**config.mk**
```make
export PLATFORM = sky130hd
export DESIGN_NAME = axi_lite_arb
export DESIGN_NICKNAME = d
export VERILOG_FILES = /design/src/rtl/axi_lite_arb.sv
export SDC_FILE = /design/constraint.sdc
export NUM_CORES = 1
export LEC_CHECK = 0
export ABC_AREA = 1
export CAP_MARGIN = 10
export CORE_AREA = 5 5 121 123
export DETAILED_ROUTE_END_ITERATION = 8
export DIE_AREA = 0 0 126 128
export PLACE_DENSITY = 0.83
export SLEW_MARGIN = 20
export SYNTH_ARGS = -nofsm -noshare
export SYNTH_HDL_FRONTEND = slang
export SYNTH_SLANG_ARGS = --single-unit
```
**constraint.sdc**
```tcl
create_clock -name aclk -period 3.24 [get_ports aclk]
set_clock_uncertainty 0.15 [all_clocks]
set_input_delay 0.324 -clock aclk [delete_from_list [all_inputs] [get_ports aclk]]
set_output_delay 0.324 -clock aclk [all_outputs]
set_load 0.02 [all_outputs]
```
**src/rtl/axi_lite_arb.sv**
```systemverilog
// axi_lite_arb: two requesters share one AXI4-Lite master port.
// Only one transaction is in flight at a time. Every output comes from a register.
//
// Ports
//   aclk, areset          single clock; synchronous active-high reset
//   req_valid/req_ready   per-requester request and one-cycle accept pulse
//   req_write/addr/wdata  per-requester request fields (requester 1 in the upper half)
//   rsp_valid/rdata/resp  one-cycle completion pulse, with shared data and response
//   m_axi_*               AXI4-Lite master: AW, W, B, AR and R channels
//
// Configuration
//   AXI_LITE_ARB_RR_EN    When defined, contention is arbitrated round-robin.
//                         When undefined, requester 0 always wins contention.
module axi_lite_arb #(
    parameter logic [2:0] PROT  = 3'b000,
    parameter logic [3:0] WSTRB = 4'hF
) (
    input  logic        aclk,
    input  logic        areset,
    input  logic [1:0]  req_valid,
    output logic [1:0]  req_ready,
    input  logic [1:0]  req_write,
    input  logic [63:0] req_addr,
    input  logic [63:0] req_wdata,
    output logic [1:0]  rsp_valid,
    output logic [31:0] rsp_rdata,
    output logic [1:0]  rsp_resp,
    output logic [31:0] m_axi_awaddr,
    output logic [2:0]  m_axi_awprot,
    output logic        m_axi_awvalid,
    input  logic        m_axi_awready,
    output logic [31:0] m_axi_wdata,
    output logic [3:0]  m_axi_wstrb,
    output logic        m_axi_wvalid,
    input  logic        m_axi_wready,
    input  logic [1:0]  m_axi_bresp,
    input  logic        m_axi_bvalid,
    output logic        m_axi_bready,
    output logic [31:0] m_axi_araddr,
    output logic [2:0]  m_axi_arprot,
    output logic        m_axi_arvalid,
    input  logic        m_axi_arready,
    input  logic [31:0] m_axi_rdata,
    input  logic [1:0]  m_axi_rresp,
    input  logic        m_axi_rvalid,
    output logic        m_axi_rready
);

    typedef enum logic [2:0] {IDLE, WADDR, WRESP, RADDR, RRESP, DONE} state_t;

    state_t      state_q;
    logic        gnt_q;
    logic        gnt_d;
    logic [31:0] addr_q;
    logic [31:0] wdata_q;
    logic        aw_done_q;
    logic        w_done_q;
    logic [1:0]  req_ready_q;
    logic [1:0]  rsp_valid_q;
    logic [31:0] rsp_rdata_q;
    logic [1:0]  rsp_resp_q;
    logic        awvalid_q;
    logic        wvalid_q;
    logic        bready_q;
    logic        arvalid_q;
    logic        rready_q;
`ifdef AXI_LITE_ARB_RR_EN
    logic        last_q;
`endif

    logic aw_hs, w_hs, ar_hs;
    assign aw_hs = awvalid_q && m_axi_awready;
    assign w_hs  = wvalid_q  && m_axi_wready;
    assign ar_hs = arvalid_q && m_axi_arready;

    // Grant selection. Only used in IDLE when at least one req_valid is high.
    always_comb begin
        gnt_d = 1'b0;
`ifdef AXI_LITE_ARB_RR_EN
        if (&req_valid) gnt_d = ~last_q;        // contention: not the last one granted
        else            gnt_d = ~req_valid[0];
`else
        gnt_d = ~req_valid[0];                  // requester 0 wins ties
`endif
    end

    always_ff @(posedge aclk) begin
        if (areset) begin
            state_q     <= IDLE;
            gnt_q       <= 1'b0;
            addr_q      <= '0;
            wdata_q     <= '0;
            aw_done_q   <= 1'b0;
            w_done_q    <= 1'b0;
            req_ready_q <= '0;
            rsp_valid_q <= '0;
            rsp_rdata_q <= '0;
            rsp_resp_q  <= '0;
            awvalid_q   <= 1'b0;
            wvalid_q    <= 1'b0;
            bready_q    <= 1'b0;
            arvalid_q   <= 1'b0;
            rready_q    <= 1'b0;
`ifdef AXI_LITE_ARB_RR_EN
            last_q      <= 1'b1;
`endif
        end else begin
            // Both of these are single-cycle pulses.
            req_ready_q <= '0;
            rsp_valid_q <= '0;
            case (state_q)
                IDLE: begin
                    if (|req_valid) begin
                        gnt_q       <= gnt_d;
                        req_ready_q <= gnt_d ? 2'b10 : 2'b01;
                        addr_q      <= gnt_d ? req_addr[63:32]  : req_addr[31:0];
                        wdata_q     <= gnt_d ? req_wdata[63:32] : req_wdata[31:0];
                        aw_done_q   <= 1'b0;
                        w_done_q    <= 1'b0;
`ifdef AXI_LITE_ARB_RR_EN
                        last_q      <= gnt_d;
`endif
                        // The direction is held in the state, so no separate write flag is kept.
                        state_q     <= req_write[gnt_d] ? WADDR : RADDR;
                    end
                end
                WADDR: begin
                    // AW and W complete independently. The first cycle in this
                    // state raises both valids, one cycle after req_ready.
                    if (aw_hs)           begin awvalid_q <= 1'b0; aw_done_q <= 1'b1; end
                    else if (!aw_done_q) awvalid_q <= 1'b1;
                    if (w_hs)            begin wvalid_q <= 1'b0; w_done_q <= 1'b1; end
                    else if (!w_done_q)  wvalid_q <= 1'b1;
                    if ((aw_done_q || aw_hs) && (w_done_q || w_hs)) begin
                        bready_q <= 1'b1;
                        state_q  <= WRESP;
                    end
                end
                WRESP: begin
                    if (bready_q && m_axi_bvalid) begin
                        bready_q    <= 1'b0;
                        rsp_resp_q  <= m_axi_bresp;
                        rsp_rdata_q <= '0;
                        rsp_valid_q <= gnt_q ? 2'b10 : 2'b01;
                        state_q     <= DONE;
                    end
                end
                RADDR: begin
                    if (ar_hs) begin
                        arvalid_q <= 1'b0;
                        rready_q  <= 1'b1;
                        state_q   <= RRESP;
                    end else begin
                        arvalid_q <= 1'b1;
                    end
                end
                RRESP: begin
                    if (rready_q && m_axi_rvalid) begin
                        rready_q    <= 1'b0;
                        rsp_resp_q  <= m_axi_rresp;
                        rsp_rdata_q <= m_axi_rdata;
                        rsp_valid_q <= gnt_q ? 2'b10 : 2'b01;
                        state_q     <= DONE;
                    end
                end
                DONE:    state_q <= IDLE;   // rsp_valid is visible during this cycle
                default: state_q <= IDLE;
            endcase
        end
    end

    assign req_ready     = req_ready_q;
    assign rsp_valid     = rsp_valid_q;
    assign rsp_rdata     = rsp_rdata_q;
    assign rsp_resp      = rsp_resp_q;
    assign m_axi_awaddr  = addr_q;
    assign m_axi_awprot  = PROT;
    assign m_axi_awvalid = awvalid_q;
    assign m_axi_wdata   = wdata_q;
    assign m_axi_wstrb   = WSTRB;
    assign m_axi_wvalid  = wvalid_q;
    assign m_axi_bready  = bready_q;
    assign m_axi_araddr  = addr_q;
    assign m_axi_arprot  = PROT;
    assign m_axi_arvalid = arvalid_q;
    assign m_axi_rready  = rready_q;

endmodule

```
==> key figures <==
Placed design
  • Hpwl dp: 13,200 um
  • Worst slack, placed: 969 ps
  • Final GP Congestion: 0.837
  • PortBufs: 313
  • Placed Instances: 1,064

STA
  • Final hold viol count: 0
  • Final TNS setup: 0 ps
  • RSZ-0062 raised after global routing: false
  • Max Clk Rate: 0.511 GHz
  • Slew @ Worst Pin: 713 ps
  • Min Clock Period, post-route: 1960 ps
  • Post-route setup slack: 1280 ps
  • Count of pins over their slew limit: 0
  • # setup viols final: 0
  • Period utilisation layout: 60.4%
  • Slew headroom: a little over half

Critical path
  • CP max-delay cell: nor2_4
  • Worst reg2reg path depth: 6
  • Worst setup SP type: register
  • R2r setup slk: 1280 ps
  • R2r endpoint: m_axi_wdata[4]$_SDFFE_PP0P_
  • Reg-to-reg startpoint: state_q[1]$_SDFFE_PP0P_
  • Crit path cell chain: nor2_4, nand2_2, nor2_4, buf_12, o21ai_0, a31oi_1
  • Class of the most critical setup path: reg2reg
  • Worst Path Arrival: 2140 ps
  • Required time of the worst setup path: 3430 ps
  • Crit path max fanout: 67
  • CP max stage delay: 410 ps
  • Most Frequent Cell on Critical Path: nor2_4
  • CP Capture Type: register

Floorplan
  • Width of the die: 126 um
  • Starting density of the core: 35.8%
  • Std cell rows: 43
  • # IOs: 324
  • Total core area: between 10,000 and 15,000 sq um
  • Die footprint: 16,100 sq um
  • Die Y: 128 um

Yosys
  • Synth Area in Simple Gates: 20.5%
  • Yosys cell types: 25
  • Post-Synth XOR/XNOR Area: 0%
  • Syn_area_per_cell: 7.52 sq um
  • Post-synthesis sequential area ratio: 46.6%
  • Largest family of logic cells by synthesized area: simple AND/OR/NAND/NOR gates
  • Compound-gate portion of the synthesized area: 20.2%
  • Fraction of the mapped netlist area in adder cells: 0%
  • #FFs+latches synth: roughly 110
  • Cell area after synthesis: 4860 sq um
  • Synth warnings: 0
  • Post-Synthesis Cells: between 600 and 700
  • Post-synthesis mux area share: 0%

Clock network
  • CTS max path bufs: 2
  • CTS root buffer: clkbuf_16
  • Clk pin slew, worst setup/hold paths: approximately 50 ps
  • CTS tree: yes
  • H-Tree Depth: 4
  • Post-CTS Setup Bufs: 0
  • Clk_lat worst skew: 410 ps
  • PostCTS Resize Cnt: 0
  • TritonCTS Buffers: 17
  • Post-CTS Hold Fix Bufs: 0
  • Sinks on Clock Net: about 110

Flow run
  • Max_cap viols: 0

Min path
  • Min-delay src: req_valid[0]
  • HP Class: in2reg
  • Endpoint, Worst Hold: m_axi_araddr[12]$_SDFFE_PP0P_
  • Worst hold stages: 3

Global routing
  • Met3 Use GR: 9.54%
  • Pin count of the biggest net entering global routing: 68
  • Met2 Track Usage GR: 36.2%
  • GRT Total Usage: 21.4%
  • GR Overflow Total: 0
  • Global-route wire length before repair: 27,200 um
  • Initial antenna violation count: 2
  • GR Util met1: 22.9%
  • GRT Max-Usage Layer: met2
  • Vias in the first global route: 5,281

Power
  • Share of total power in the clock network: between 20% and 30%
  • Switching share of total power: approximately 37%
  • Comb pwr share: 42.2%
  • Leakage: between 3 and 4 nW
  • Power Dens Cells: 804 nW/um^2
  • P_sw: 2.46 mW
  • Worst vdd ir: 0.451 mV
  • Seq pwr share: 30.5%
  • P_int: approximately 4.3 mW

Drt
  • Initial DRT Pass Iterations: 5
  • DRC: 0
  • Post-route ant nets: 0
  • Post-detailed-routing wire length: ~18,000 um
  • Vias per cell: 4.86
  • Initial DRC Count: 303
  • Total number of vias: 5,331
  • Wirelength per Cell: 16.2 um

Finish
  • Most frequent cells in the layout: 312 x clkdlybuf4s50_1, 214 x nand2_1, 113 x dfxtp_1
  • Flip-flop and latch area: 2260 sq um
  • Commonest non-fill, non-tap cell in the layout: clkdlybuf4s50_1
  • Fillers: 1,169
  • Layout area overhead: 72.0%
  • Fin cells: 1,098
  • Share of layout cells above drive strength 1: between 5 and 6%
  • Area of the multi-input gates: 2020 sq um
  • Final Util: 61.6%
  • Net count, final: 1,078

Run status
  • Status: complete, no violations
## Yosys cell counts
master	count	area (sq um)
o21ai_1	25	125
nand4_1	1	6.26
buf_2	17	85.1
nand2_1	214	803
o211a_1	2	20.0
conb_1	2	7.51
clkbuf_1	21	78.8
a31oi_1	65	407
nor2_4	2	22.5
nor2_1	20	75.1
nand2_2	2	12.5
o21ai_0	45	225
dfxtp_1	113	2260
a21oi_1	40	200
o22ai_1	1	6.26
clkinv_1	1	3.75
nor3_1	1	5.00
buf_1	2	7.51
nand3b_1	1	7.51
inv_1	8	30.0
inv_2	2	7.51
nand3_1	11	55.1
nor3_2	1	10.0
buf_6	7	78.8
buf_4	42	315
## metrics by stage
| step | cell area [sq um] | power (mW) | hold slack, ps |
|---|---|---|---|
| CTS | 8350 | 6.78 | 262 |
| floorplan | 4890 | 3.73 | 259 |
| global placement | 7760 | 4.87 | 267 |
| detailed placement | 7760 | 4.92 | 277 |
| global route | 8350 | 7.09 | 292 |
| finish | 8350 | 6.71 | 258 |
## cells by family (layout without fill, tap and decap cells)
family,after synthesis,after routing
other cells,2,12
flops,113,113
buf+inv,100,362
simple gates,253,253
compound gates,178,178
## layer usage
metal,share of wire [%],up-vias
li1,-,2631
met1,37,2413
met2,49,252
met3,11,35
met4,3.2,0
met5,0,-
## worst max-delay path, delay by kind of cell, from the launching register on
family | cells | cell delay, ps
AO/OA/AOI/OAI | 2 | 310
flip-flops | 1 | 360
AND/OR/NAND/NOR | 3 | 710
buffers and inverters | 1 | 300
## power groups by stage
stage | logic [mW] | registers, mW | clock network, mW
2_1_floorplan | 1.30 | 2.42 | 0
3_5_place_dp | 2.85 | 2.06 | 0
4_1_cts | 2.87 | 2.05 | 1.86
6_report | 2.83 | 2.05 | 1.83
5_1_grt | 3.06 | 2.10 | 1.93
3_3_place_gp | 2.81 | 2.06 | 0
## registers in the layout, summed over array words and instances, names as in the netlist, 2 cells and up
| name | cells |
|---|---|
| m_axi_araddr | 32 |
| m_axi_wdata | 32 |
| rsp_rdata | 32 |
| state_q | 3 |
| req_ready | 2 |
| rsp_resp | 2 |
| rsp_valid | 2 |
## area by class of cell
cell class	count	share of cell area (%)
flip-flops and latches	113	27.1
clock inverters	13	1.65
well taps	180	2.70
diodes	2	0.0599
inverters	11	0.494
clock buffers	19	5.42
repair buffers	319	38.4
multi-input cells	441	24.2
## how the worst max path moves through the flow
stage	depth (start not counted)	slack (ps)	start	to
floorplan	7	1800	m_axi_bready$_SDFFE_PP0P_	rsp_rdata[23]$_SDFFE_PP0P_
global placement	6	1020	req_valid[0]	m_axi_araddr[26]$_SDFFE_PP0P_
detailed placement	6	970	req_valid[0]	m_axi_wdata[31]$_SDFFE_PP0P_
CTS	6	1260	state_q[1]$_SDFFE_PP0P_	m_axi_wdata[31]$_SDFFE_PP0P_
global route	6	1070	state_q[1]$_SDFFE_PP0P_	m_axi_wdata[2]$_SDFFE_PP0P_
finish	6	1280	state_q[1]$_SDFFE_PP0P_	m_axi_wdata[4]$_SDFFE_PP0P_
Power figures use the tool's default switching activity.
